## config.mk

```make
export PLATFORM = sky130hd
export DESIGN_NAME = draw_tank_overlay
export DESIGN_NICKNAME = d
export VERILOG_FILES = /design/src/rtl/map_pkg.sv /design/src/rtl/signal_delay.sv /design/src/rtl/draw_tank_overlay.sv
export SDC_FILE = /design/constraint.sdc
export NUM_CORES = 1
export LEC_CHECK = 0
export BUFFER_PORTS_ARGS = -buffer_cell sky130_fd_sc_hd__buf_2
export CAP_MARGIN = 20
export CORE_UTILIZATION = 40
export CTS_CLUSTER_SIZE = 24
export DETAILED_ROUTE_END_ITERATION = 8
export HOLD_SLACK_MARGIN = 0.05
export SYNTH_ARGS = -nofsm -noshare
export SYNTH_HDL_FRONTEND = slang
export SYNTH_SLANG_ARGS = --single-unit
```

## constraint.sdc

```tcl
create_clock -name clk -period 8.4 [get_ports clk]
set_clock_uncertainty 0.1 [all_clocks]
set_input_delay 0.84 -clock clk [delete_from_list [all_inputs] [get_ports clk]]
set_output_delay 0.84 -clock clk [all_outputs]
set_load 0.05 [all_outputs]
```

## src/rtl/map_pkg.sv

```systemverilog
// Shared battlefield constants, colours and the VGA timing bundle used by
// every overlay stage of the map pipeline.
package map_pkg;

  localparam int FIELD_XMIN = 2;
  localparam int FIELD_XMAX = 766;
  localparam int FIELD_YMIN = 2;
  localparam int FIELD_YMAX = 765;

  localparam int TANK_W = 32;
  localparam int TANK_H = 32;

  localparam logic [11:0] BLACK       = 12'h000;
  localparam logic [11:0] KEY_COLOR   = 12'hF0F;
  localparam logic [11:0] OUTLINE_RED = 12'hF00;

  typedef struct packed {
    logic [10:0] hcount;
    logic [9:0]  vcount;
    logic        hsync;
    logic        vsync;
    logic        hblnk;
    logic        vblnk;
  } timing_t;

  function automatic logic [10:0] clampU11(input logic [10:0] val,
                                           input logic [10:0] lo,
                                           input logic [10:0] hi);
    if (val < lo) return lo;
    if (val > hi) return hi;
    return val;
  endfunction

endpackage

```

## src/rtl/signal_delay.sv

```systemverilog
// Fixed-depth shift-register delay line; synchronous reset clears every tap.
// DEPTH of zero degenerates to a plain wire.
module signal_delay #(
  parameter int WIDTH = 1,
  parameter int DEPTH = 1
) (
  input  logic             clk,
  input  logic             rst,
  input  logic [WIDTH-1:0] data_i,
  output logic [WIDTH-1:0] data_o
);

  generate
    if (DEPTH == 0) begin : g_wire
      logic unusedClkRst;
      assign unusedClkRst = clk ^ rst;
      assign data_o = data_i;
    end else begin : g_taps
      logic [WIDTH-1:0] taps_q [DEPTH];

      always_ff @(posedge clk) begin
        if (rst) begin
          for (int i = 0; i < DEPTH; i++) taps_q[i] <= '0;
        end else begin
          taps_q[0] <= data_i;
          for (int i = 1; i < DEPTH; i++) taps_q[i] <= taps_q[i-1];
        end
      end

      assign data_o = taps_q[DEPTH-1];
    end
  endgenerate

endmodule

```

## src/rtl/draw_tank_overlay.sv

```systemverilog
// Overlays the player-tank sprite onto the map colour stream and realigns timing.
// Optional HITBOX_OUTLINE_EN paints the 1-px sprite-box perimeter red.
module draw_tank_overlay #(
  parameter int          TANK_W      = map_pkg::TANK_W,
  parameter int          TANK_H      = map_pkg::TANK_H,
  parameter int          MAP_LATENCY = 2,
  parameter logic [11:0] KEY_COLOR   = map_pkg::KEY_COLOR,
  parameter int          FIELD_XMAX  = map_pkg::FIELD_XMAX,
  parameter int          FIELD_YMAX  = map_pkg::FIELD_YMAX
) (
  input  logic        clk,
  input  logic        rst,
  input  logic [10:0] hcount_in,
  input  logic [9:0]  vcount_in,
  input  logic        hsync_in,
  input  logic        vsync_in,
  input  logic        hblnk_in,
  input  logic        vblnk_in,
  input  logic [11:0] rgb_in,
  input  logic [10:0] xpos_in,
  input  logic [9:0]  ypos_in,
  input  logic        pos_valid,
  output logic [9:0]  pixel_addr,
  input  logic [11:0] rgb_pixel,
  output logic [10:0] hcount_out,
  output logic [9:0]  vcount_out,
  output logic        hsync_out,
  output logic        vsync_out,
  output logic        hblnk_out,
  output logic        vblnk_out,
  output logic [11:0] rgb_out
);
  import map_pkg::*;

  localparam int          RELXW = $clog2(TANK_W);
  localparam int          RELYW = $clog2(TANK_H);
  localparam logic [10:0] XLO   = 11'(FIELD_XMIN);
  localparam logic [10:0] XHI   = 11'(FIELD_XMAX - TANK_W + 1);
  localparam logic [10:0] YLO   = 11'(FIELD_YMIN);
  localparam logic [10:0] YHI   = 11'(FIELD_YMAX - TANK_H + 1);
  localparam logic [10:0] TW_M1 = 11'(TANK_W - 1);
  localparam logic [10:0] TH_M1 = 11'(TANK_H - 1);

`ifdef HITBOX_OUTLINE_EN
  localparam int FLAGW = 2;
`else
  localparam int FLAGW = 1;
`endif

  logic [10:0] pendX_q, pendX_d, actX_q, actX_d;
  logic [9:0]  pendY_q, pendY_d, actY_q, actY_d;
  logic        vblnkPrev_q;

  // Pending follows the strobe; active only copies pending on the vblank rising
  // edge so a frame is never drawn with two different tank positions.
  always_comb begin
    pendX_d = pendX_q;
    pendY_d = pendY_q;
    actX_d  = actX_q;
    actY_d  = actY_q;
    if (pos_valid) begin
      pendX_d = clampU11(xpos_in, XLO, XHI);
      pendY_d = 10'(clampU11({1'b0, ypos_in}, YLO, YHI));
    end
    if (vblnk_in && !vblnkPrev_q) begin
      actX_d = pendX_q;
      actY_d = pendY_q;
    end
  end

  always_ff @(posedge clk) begin
    if (rst) begin
      pendX_q     <= XLO;
      pendY_q     <= 10'(YLO);
      actX_q      <= XLO;
      actY_q      <= 10'(YLO);
      vblnkPrev_q <= 1'b0;
    end else begin
      pendX_q     <= pendX_d;
      pendY_q     <= pendY_d;
      actX_q      <= actX_d;
      actY_q      <= actY_d;
      vblnkPrev_q <= vblnk_in;
    end
  end

  logic [10:0]      vcountExt, actYExt;
  logic             inBox;
  logic [RELXW-1:0] relX;
  logic [RELYW-1:0] relY;
  logic [9:0]       pixelAddr_d, pixelAddr_q;
  logic [FLAGW-1:0] flags_d, flags_q, flagsAl;

  // Box test stays in full 11-bit unsigned width; the relative offsets are only
  // narrowed once a pixel is known to be inside the sprite.
  always_comb begin
    vcountExt   = {1'b0, vcount_in};
    actYExt     = {1'b0, actY_q};
    inBox       = (hcount_in >= actX_q) && (hcount_in <= actX_q + TW_M1) &&
                  (vcountExt >= actYExt) && (vcountExt <= actYExt + TH_M1);
    relX        = RELXW'(hcount_in - actX_q);
    relY        = RELYW'(vcountExt - actYExt);
    pixelAddr_d = '0;
    flags_d     = '0;
    if (inBox) begin
      pixelAddr_d = 10'(relY * TANK_W) + 10'(relX);
      flags_d[0]  = 1'b1;
`ifdef HITBOX_OUTLINE_EN
      flags_d[1]  = (relX == '0) || (relX == RELXW'(TANK_W - 1)) ||
                    (relY == '0) || (relY == RELYW'(TANK_H - 1));
`endif
    end
  end

  always_ff @(posedge clk) begin
    if (rst) begin
      pixelAddr_q <= '0;
      flags_q     <= '0;
    end else begin
      pixelAddr_q <= pixelAddr_d;
      flags_q     <= flags_d;
    end
  end

  assign pixel_addr = pixelAddr_q;

  timing_t     timingIn, timingAl, timingOut_q;
  logic [11:0] romAl, rgb_d, rgb_q;

  assign timingIn = {hcount_in, vcount_in, hsync_in, vsync_in, hblnk_in, vblnk_in};

  signal_delay #(.WIDTH($bits(timing_t)), .DEPTH(MAP_LATENCY)) u_timingDelay (
    .clk    (clk),
    .rst    (rst),
    .data_i (timingIn),
    .data_o (timingAl)
  );

  signal_delay #(.WIDTH(12), .DEPTH(MAP_LATENCY - 2)) u_romDelay (
    .clk    (clk),
    .rst    (rst),
    .data_i (rgb_pixel),
    .data_o (romAl)
  );

  signal_delay #(.WIDTH(FLAGW), .DEPTH(MAP_LATENCY - 1)) u_flagDelay (
    .clk    (clk),
    .rst    (rst),
    .data_i (flags_q),
    .data_o (flagsAl)
  );

  // Blanking beats everything, then the outline (if built), then opaque sprite.
  always_comb begin
    rgb_d = rgb_in;
    if (timingAl.hblnk || timingAl.vblnk) begin
      rgb_d = BLACK;
    end
`ifdef HITBOX_OUTLINE_EN
    else if (flagsAl[1]) begin
      rgb_d = OUTLINE_RED;
    end
`endif
    else if (flagsAl[0] && (romAl != KEY_COLOR)) begin
      rgb_d = romAl;
    end
  end

  always_ff @(posedge clk) begin
    if (rst) begin
      rgb_q       <= '0;
      timingOut_q <= '0;
    end else begin
      rgb_q       <= rgb_d;
      timingOut_q <= timingAl;
    end
  end

  assign rgb_out    = rgb_q;
  assign hcount_out = timingOut_q.hcount;
  assign vcount_out = timingOut_q.vcount;
  assign hsync_out  = timingOut_q.hsync;
  assign vsync_out  = timingOut_q.vsync;
  assign hblnk_out  = timingOut_q.hblnk;
  assign vblnk_out  = timingOut_q.vblnk;

endmodule

```

Word-level counts from Yosys, hierarchy flattened
Memories as Yosys holds them, arrays and structs flattened. Cells that the tools add are included.

Input port bits: 73. Flip-flop bits (word level): 91. Memories: 2. Output and inout port bits: 47. Logic and storage cells: 70. Memory bits (writable): 51.

Reductions and logical operators: 10. Bitwise gates (word level): 3. Eq/ne operators: 1. $add $sub $neg: 5. Magnitude comparators: 8. Mux-type cells: 27.

Memories: u_timingDelay.g_taps.taps_q (words 2, bits a word 25, read ports 2, clocked after Yosys merged registers in 0, write ports 2, line signal_delay.sv:19) `logic [WIDTH-1:0] taps_q [DEPTH];`; u_flagDelay.g_taps.taps_q (words 1, bits a word 1, read ports 1, clocked after Yosys merged registers in 0, write ports 1, line signal_delay.sv:19).

Operators by type and width (count): 25-bit two-way mux (2); 11-bit two-way mux (4); 10-bit two-way mux (4); 1-bit two-way mux (16); 12-bit two-way mux (1); 12-bit != test, second input constant (1); 10-bit by 5-bit adder with 11-bit output, second input constant (1); 11-bit by 5-bit adder with 11-bit output, second input constant (1); 11-bit >= comparator (1); 11-bit by 10-bit greater-than comparator with 1-bit output, second input constant (1); 10-bit by 11-bit less-or-equal comparator with 1-bit output (1); 11-bit less-or-equal comparator (1); 11-bit by 2-bit < comparator with 1-bit output, second input constant (1); 10-bit by 5-bit adder with 10-bit output (1); 10-bit >= comparator (1); 10-bit greater-than comparator, second input constant (1); 10-bit by 2-bit < comparator with 1-bit output, second input constant (1); 5-bit subtractor (2); 1-bit logical AND (5); 2-bit OR reduction (2); 1-bit OR (2); 1-bit zero test (1); 1-bit logical OR (1); 1-bit inverter (1); 1-bit OR reduction (1).

Depth between registers and ports, before layout
Gate-level depths: netlist of run 1.

Depth in word-level cells: 7. Gate-level depth with buffers: 12. Mapped depth without buffers: 11.

Cells and area by module
A second synthesis of run 1 with hierarchy kept.

Cells, all modules: 641. Area total of the unflattened synthesis: 6123.4 um^2.

Modules (own cells, without submodules): draw_tank_overlay (cells an instance 497, area each 4473.0 um^2, instances 1, sequential area each 1821.7 um^2); signal_delay (u_timingDelay) (cells an instance 130, area each 1526.5 um^2, instances 1, sequential area each 1001.0 um^2); signal_delay (u_romDelay) (cells an instance 12, area each 90.1 um^2, instances 1, sequential area each 0.0 um^2); signal_delay (u_flagDelay) (cells an instance 2, area each 33.8 um^2, instances 1, sequential area each 20.0 um^2).

Worst setup path before layout of run 1
No wires, ideal clock.

Kind: reg2reg. Start: register actY_q[1]. End: register pixelAddr_q[2], in the netlist pixel_addr[2]. Period minus slack after synthesis: 3002 ps. Path buffers: 1. Data required time: 8211 ps. Path slack: 5398 ps. Setup time: 89 ps. Arrival: 2813 ps. Stages on the path, launching flop included: 13. Cell sequence: dfxtp_1 > inv_1 > ha_1 > a21o_1 > or3_1 > xnor2_1 > ha_1 > nand4_1 > or4_1 > o221ai_2 > o22ai_2 > buf_6 > nor4_2.

Word-level cells in the longest chain between the ends: 5. Elaborated cells on any way between the ends: 7. Classes of those cells: add/sub (1); order compare (2); bitwise (1); reduce/logical (3).

Ends and longest elaborated chain: from (decl) (line draw_tank_overlay.sv:51) `logic [9:0] pendY_q, pendY_d, actY_q, actY_d;`; from (signal assigned) (line draw_tank_overlay.sv:76) `actY_q <= 10'(YLO);`; from (signal assigned) (line draw_tank_overlay.sv:82) `actY_q <= actY_d;`; 10-bit by 5-bit adder with 11-bit output / 10-bit >= comparator (equally long branches) (line draw_tank_overlay.sv:100) `(vcountExt >= actYExt) && (vcountExt <= actYExt + TH_M1);`; 10-bit by 11-bit less-or-equal comparator with 1-bit output / 1-bit logical AND (equally long branches) (line draw_tank_overlay.sv:100, draw_tank_overlay.sv:99); 1-bit logical AND (*) (line draw_tank_overlay.sv:100); 1-bit inverter (no line) (*); 2-bit OR reduction (no line) (*); to (signal assigned) (line draw_tank_overlay.sv:120) `pixelAddr_q <= pixelAddr_d;`; to (decl) (line draw_tank_overlay.sv:91) `logic [9:0] pixelAddr_d, pixelAddr_q;`.

Every way passes the cells marked *; elsewhere a longest branch is shown, timed or not. A chain may end at the register's enable or synchronous reset.

Worst setup path after layout of run 1
Start: register actY_q[0]. End: register pixelAddr_q[9], in the netlist pixel_addr[9].

Word-level cells in the longest chain between the ends: 5. Elaborated cells on any way between the ends: 9. Classes of those cells: add/sub (3); order compare (2); bitwise (1); reduce/logical (3).

Ends and longest elaborated chain (line): 10-bit by 5-bit adder with 11-bit output / 10-bit >= comparator (equally long branches) (draw_tank_overlay.sv:100); 10-bit by 11-bit less-or-equal comparator with 1-bit output / 1-bit logical AND (equally long branches) (draw_tank_overlay.sv:100, draw_tank_overlay.sv:99); 1-bit logical AND (draw_tank_overlay.sv:100); 1-bit inverter (no line); 2-bit OR reduction (no line).

Parallel ways exist; a longest one is shown, timed or not.

==> results of run 1 <==
==> where the power goes <==
| group | leakage [nW] | internal (W) | total, W | switching (W) |
|---|---|---|---|---|
| Combinational | 1.68 | 0.0000723 | 0.000190 | 0.000117 |
| Clock | 0.282 | 0.000468 | 0.000738 | 0.000270 |
| Sequential | 1.16 | 0.000698 | 0.000710 | 0.0000119 |
==> layer usage <==
metal  GRT usage, %  share of wire, %  vias up
met2           27.7                47      125
met4           6.63               1.2        0
met3           4.32               5.9       13
met5              0                 0        -
met1           20.9                46     1921
li1               -                 -     2265
==> path summary, 6_finish.rpt <==
| check | from | to | slack (ns) | depth (start not counted) |
|---|---|---|---|---|
| worst max-delay path | actY_q[0] | pixel_addr[9] | 5.02 | 11 |
| worst min-delay path | u_timingDelay.g_taps.taps_q[0][8] | u_timingDelay.g_taps.taps_q[0][33] | 0.33 | 1 |
| worst max register to register | actY_q[0] | pixel_addr[9] | 5.02 | 11 |
| worst min register to register | u_timingDelay.g_taps.taps_q[0][8] | u_timingDelay.g_taps.taps_q[0][33] | 0.33 | 1 |
==> flip-flops by register name, summed over array words and instances (netlist names), 10 cells and up <==
signal and cells:
u_timingDelay.g_taps.taps_q 50, vcount_out 10, pendY_q 10, hcount_out 11, rgb_out 12, actY_q 10, pixel_addr 10, pendX_q 11
actX_q 11
==> stage by stage <==
stage / hold WS (ns) / total power, W / cell area (sq um) / utilization [%] / setup slack [ns]
2_1_floorplan: 0.314 / 0.000854 / 5790 / - / 5.40
3_3_place_gp: 0.315 / 0.000910 / 6530 / 46.7 / 5.23
3_5_place_dp: 0.320 / 0.000914 / 6530 / 46.7 / 5.04
4_1_cts: 0.333 / 0.00166 / 7120 / 50.9 / 5.02
5_1_grt: 0.347 / 0.00171 / 7150 / 51.1 / 4.85
6_report: 0.328 / 0.00164 / 7150 / 51.1 / 5.02
==> cell usage in the layout (no fill, tap or decap), types with 3 or more instances in the layout <==
| cell type | netlist | layout |
|---|---|---|
| dfxtp_1 | 141 | 141 |
| buf_2 | 1 | 118 |
| nor2b_1 | 74 | 74 |
| nand2_1 | 63 | 63 |
| ha_1 | 44 | 44 |
| nor2_1 | 40 | 40 |
| a21oi_1 | 39 | 39 |
| inv_1 | 29 | 29 |
| xnor2_1 | 19 | 19 |
| clkbuf_16 | 0 | 17 |
| mux2i_1 | 11 | 11 |
| nor3_1 | 10 | 10 |
| nor4_2 | 9 | 9 |
| o21ai_0 | 8 | 8 |
| nand4_1 | 7 | 7 |
| a211oi_1 | 6 | 6 |
| a21o_1 | 6 | 6 |
| o21ai_1 | 6 | 6 |
| nand3_1 | 6 | 6 |
| nand2b_1 | 6 | 6 |
| buf_4 | 0 | 6 |
| a31oi_1 | 4 | 4 |
| clkbuf_8 | 0 | 4 |
| nand4b_1 | 3 | 3 |
| nor4_1 | 3 | 3 |
| nand3b_1 | 3 | 3 |
| clkinvlp_4 | 0 | 3 |
==> cell type report <==
cell class              instances  area [sq um]  area share [%]
inverters                      29           109            1.52
multi-input cells             406          2760            38.6
well taps                     180           225            3.15
flip-flops and latches        141          2820            39.5
repair buffers                124           636            8.89
clock inverters                 8           105            1.47
clock buffers                  23           488            6.83
==> cell families (layout without fill, tap and decap cells) <==
| logic type | after synthesis | after routing | synth area share (%) |
|---|---|---|---|
| simple gates | 233 | 233 | 21.8 |
| fa+ha+maj | 46 | 46 | 10.2 |
| compound gates | 95 | 95 | 10.5 |
| mux | 11 | 11 | 1.90 |
| xor+xnor | 21 | 21 | 3.17 |
| buf+inv | 55 | 184 | 3.71 |
| flops | 141 | 141 | 48.7 |
==> cells in the mapped netlist, types with 2 or more instances <==
cell | number | share of area, %
dfxtp_1 | 141 | 49
a21oi_1 | 39 | 3.4
nor4_2 | 9 | 1.9
a211o_1 | 2 | 0.30
nor2b_1 | 74 | 8.0
xnor2_1 | 19 | 2.9
inv_1 | 29 | 1.9
nor4_1 | 3 | 0.32
a31oi_1 | 4 | 0.43
a31o_2 | 2 | 0.30
buf_1 | 4 | 0.26
nand4_1 | 7 | 0.76
o21a_1 | 2 | 0.26
nor2_1 | 40 | 2.6
or3_1 | 2 | 0.22
a21o_1 | 6 | 0.78
o21ai_0 | 8 | 0.69
nand3_1 | 6 | 0.52
o31ai_1 | 2 | 0.26
a22o_1 | 2 | 0.30
o2bb2ai_1 | 2 | 0.30
a211oi_1 | 6 | 0.78
nor3_1 | 10 | 0.86
clkbuf_1 | 20 | 1.3
nand4b_1 | 3 | 0.45
nand2_1 | 63 | 4.1
a22oi_1 | 2 | 0.26
xor2_1 | 2 | 0.30
nand2b_1 | 6 | 0.65
nand3b_1 | 3 | 0.39
ha_1 | 44 | 9.5
o21bai_1 | 2 | 0.26
mux2i_1 | 11 | 1.9
o21ai_1 | 6 | 0.52
fa_1 | 2 | 0.69
==> results.sh, run 1 <==
export IMPL_status="complete, no violations"
export IMPL_die_height_um=122
export IMPL_drt_first_pass_iters=5
export IMPL_grt_first_pass_wirelength_um=19300
export IMPL_crit_required_ns=8.60
export IMPL_cts_resized_gates=0
export IMPL_final_nets=838
export IMPL_die_area_sq_um=15000
export IMPL_fin_crit_sh_pct=40.2
export IMPL_insertion_delay_ns=0.41
export IMPL_synth_seq_area_share_pct=48.7
export IMPL_finalSetupViolCount=0
export IMPL_cts_buffers=17
export IMPL_critPathKind="reg -> reg"
export IMPL_fp_row_count=43
export IMPL_synthesis_nets=721
export IMPL_ir_drop_mv=0.134
export IMPL_worstPathCellList="inv_1 > ha_1 > a21o_1 > or3_1 > xnor2_1 > ha_1 > nand4_1 > or4_1 > o221ai_2 > o22ai_2 > nor4b_1"
export IMPL_ctsHoldBuffers=0
export IMPL_cp_arrival_ns=3.57
export IMPL_slew_viol_final=0
export IMPL_synth_async_reset_ratio_pct=0
export IMPL_grt_overflow=0
export IMPL_hpwl_um=9430
export IMPL_cp_max_fo=11
export IMPL_drv_cap=0
export IMPL_syn_area_sq_um=5790
export IMPL_powerDensity_nw_per_um2=229
export IMPL_grt_pass1_vias=4009
export IMPL_path_common_cell="ha_1"
export IMPL_grt_usage_pct=16.8
export IMPL_cts_root_buf="clkbuf_16"
export IMPL_port_buffers=119
export IMPL_synth_ff_latch_count=141
export IMPL_cts_tree="done"
export IMPL_viasPerCell=4.75
export IMPL_clock_path_buffers=2
export IMPL_leakage_nw=3.12
export IMPL_synthCells=602
export IMPL_start_util_pct=41.4
export IMPL_drive_gt1_share_pct=22.8
export IMPL_drc_errors=0
export IMPL_grt_antenna_before_repair=0
export IMPL_avgSynthCellArea_sq_um=9.63
export IMPL_critPathSlowestCell="or4_1"
export IMPL_yosys_warnings=0
export IMPL_chipWidth_um=122
export IMPL_grt_max_degree=60
export IMPL_gp_congestion=0.947
export IMPL_fin_cells=911
export IMPL_slew_headroom_pct=47.1
export IMPL_vias=4324
export IMPL_ant_nets=0
export IMPL_coreArea_sq_um=14000
export IMPL_drt_wl_total_um=12200
export IMPL_max_stage_delay_ns=0.56
export IMPL_synth_flop_cell="dfxtp_1"
export IMPL_start_kind="flop"
export IMPL_synth_cell_types=54
export IMPL_rsz0062_at_grt="no"
export IMPL_syn_to_final_growth_pct=23.3
export IMPL_avgRoutedWirePerCell_um=13.3
export IMPL_clock_sinks=141
export IMPL_post_cts_setup_buffer_count=0
export IMPL_hp_class="reg -> reg"
export IMPL_tightest_slew_ns=0.791
export IMPL_fillCellCount=1326
export IMPL_fin_tns_setup_ns=0
export IMPL_cp_top_family="simple AND/OR/NAND/NOR gates"
export IMPL_io_pins=120
export IMPL_path_buf_inv=1
export IMPL_path_clk_slew_ns=0.06
export IMPL_h_tree_depth=4
export IMPL_layout_min_cycle_time_ns=3.38
export IMPL_n_antenna_cell=0
export IMPL_synth_edf_count=0
export IMPL_cp_end_kind="flop"
export IMPL_dpl_cell_count=877
export IMPL_hold_viol=0
export IMPL_max_freq_mhz=296
export IMPL_drtIter0Drc=172
(Power assumes the default switching activity.)
==> inputs of run 2 (changes only) <==
Clock period 8.4 ns to 3.45 ns, I/O delays scaled along.
==> results.sh, run 2 (same netlist as run 1, synthesis figures left out) <==
export IMPL_n_antenna_cell=0
export IMPL_start_util_pct=41.4
export IMPL_fin_crit_sh_pct=95.2
export IMPL_grt_first_pass_wirelength_um=19400
export IMPL_whs_path_depth=3
export IMPL_final_nets=841
export IMPL_avgRoutedWirePerCell_um=12.9
export IMPL_layout_common_cells="dfxtp_1 (141), buf_2 (118), nor2b_1 (74)"
export IMPL_slew_headroom_pct=48.8
export IMPL_fin_cells=915
export IMPL_chipWidth_um=122
export IMPL_grt_max_degree=66
export IMPL_largest_reg_flops=50
export IMPL_cp_arrival_ns=3.50
export IMPL_leakage_nw=3.14
export IMPL_placedInstanceArea_sq_um=6550
export IMPL_drt_wl_total_um=11800
export IMPL_max_freq_mhz=305
export IMPL_path_clk_slew_ns=0.06
export IMPL_r2r_slack_ns=0.17
export IMPL_critPathKind="reg -> reg"
export IMPL_drc_errors=0
export IMPL_h_tree_depth=4
export IMPL_vias=4389
export IMPL_start_kind="flop"
export IMPL_holdWs_ns=0.0788
export IMPL_path_buf_inv=1
export IMPL_drtIter0Drc=158
export IMPL_max_stage_delay_ns=0.57
export IMPL_drt_first_pass_iters=4
export IMPL_critPathSlowestCell="or4_1"
export IMPL_grt_antenna_before_repair=0
export IMPL_die_height_um=122
export IMPL_place_ws_ns=0.117
export IMPL_gp_congestion=0.831
export IMPL_drv_cap=0
export IMPL_cts_tree="done"
export IMPL_die_area_sq_um=15000
export IMPL_grt_pass1_vias=4228
export IMPL_dpl_cell_count=879
export IMPL_cp_max_fo=11
export IMPL_path_common_cell="ha_1"
export IMPL_design_area_sq_um=7210
export IMPL_post_cts_setup_buffer_count=0
export IMPL_cts_root_buf="clkbuf_16"
export IMPL_layout_min_cycle_time_ns=3.28
export IMPL_clock_path_buffers=2
export IMPL_hpwl_um=9030
export IMPL_port_buffers=119
export IMPL_hold_start="rgb_in[8]"
export IMPL_ant_nets=0
export IMPL_finalWorstSetupSlack_ns=0.167
export IMPL_cts_buffers=17
export IMPL_utilization_pct=51.5
export IMPL_viasPerCell=4.80
export IMPL_cp_top_family="simple AND/OR/NAND/NOR gates"
export IMPL_slew_viol_final=0
export IMPL_syn_to_final_growth_pct=24.4
export IMPL_coreArea_sq_um=14000
export IMPL_powerDensity_nw_per_um2=561
export IMPL_io_pins=120
export IMPL_ir_drop_mv=0.345
export IMPL_largest_register="u_timingDelay.g_taps.taps_q"
export IMPL_grt_usage_pct=16.5
export IMPL_r2r_end="pixel_addr[6]"
export IMPL_hold_viol=0
export IMPL_drive_gt1_share_pct=23.0
export IMPL_hold_path_end="rgb_out[8]"
export IMPL_worstPathCellList="inv_1 > ha_1 > a21o_1 > or3_1 > xnor2_1 > ha_1 > nand4_1 > or4_1 > o221ai_2 > o22ai_4 > nor4_2"
export IMPL_final_common_cell="dfxtp_1"
export IMPL_worstRegToRegCells=11
export IMPL_clock_sinks=141
export IMPL_crit_required_ns=3.67
export IMPL_rsz0062_at_grt="yes"
export IMPL_tightest_slew_ns=0.768
export IMPL_fp_row_count=43
export IMPL_cp_end_kind="flop"
export IMPL_r2r_start="actY_q[1]"
export IMPL_grt_overflow=0
export IMPL_status="complete, no violations"
export IMPL_hp_class="in -> reg"
export IMPL_insertion_delay_ns=0.41
export IMPL_finalSetupViolCount=0
==> run 2: cell count changes in the layout (fill, tap and decap cells not counted) <==
cell / before / now
bufinv_16: 2 / 3
clkbuf_8: 4 / 1
clkinv_4: 0 / 2
dlygate4sd3_1: 0 / 3
inv_6: 2 / 3
nor4b_1: 1 / 0
nor4b_2: 0 / 1
o22ai_2: 1 / 0
o22ai_4: 0 / 1
==> run 2: per-layer routing <==
layer / track usage (%) / part of all wire (%) / up-vias
met3: 3.58 / 5.1 / 23
met1: 20.1 / 47 / 1963
met2: 27.5 / 46 / 114
met4: 8.16 / 2.0 / 0
li1: - / - / 2289
met5: 0 / 0 / -
==> run 2: worst max path at each step <==
| stage | startpoint | end | slack, ns | depth (start not counted) |
|---|---|---|---|---|
| finish | actY_q[1] | pixel_addr[6] | 0.17 | 11 |
| global placement | actY_q[1] | pixel_addr[9] | 0.27 | 11 |
| CTS | actY_q[1] | pixel_addr[9] | 0.09 | 11 |
| floorplan | actY_q[1] | pixel_addr[2] | 0.45 | 12 |
| detailed placement | actY_q[1] | pixel_addr[9] | 0.12 | 11 |
| global route | actY_q[1] | pixel_addr[6] | -0.002 | 11 |
==> run 2: area by class of cell <==
class / instances / area [sq um]
fill: 1304 / 6780
timing repair buffer: 127 / 666
sequential: 141 / 2820
clock inverter: 12 / 161
tap: 180 / 225
clock buffer: 20 / 447
multi-input combinational: 406 / 2780
inverter: 29 / 109
==> run 2: power by group <==
group	switching, W	internal (W)	total (W)	leakage, nW
Combinational	0.000285	0.000180	0.000464	1.69
Clock	0.000683	0.00116	0.00185	0.288
Sequential	0.0000291	0.00170	0.00173	1.16
Total	0.000997	0.00304	0.00404	3.14
==> run 2: timing repair <==
item | 4_1_cts | 5_1_grt
gates resized for setup | 0 | 2
endpoints found under the hold margin | 3 | 0
setup endpoints to repair | 0 | 9
hold buffers | 3 | 0
==> run 2: tightest hold or removal path, delay by kind of cell <==
kind	cells	cell delay [ns]
buf+inv	1	0.08
mux	1	0.05
simple gates	1	0.07
==> run 2: per-stage QoR <==
stage               power, W  TNS [ns]
global placement     0.00221         0
global route         0.00423  -0.00217
CTS                  0.00409         0
detailed placement   0.00222         0
finish               0.00404         0
floorplan            0.00208         0
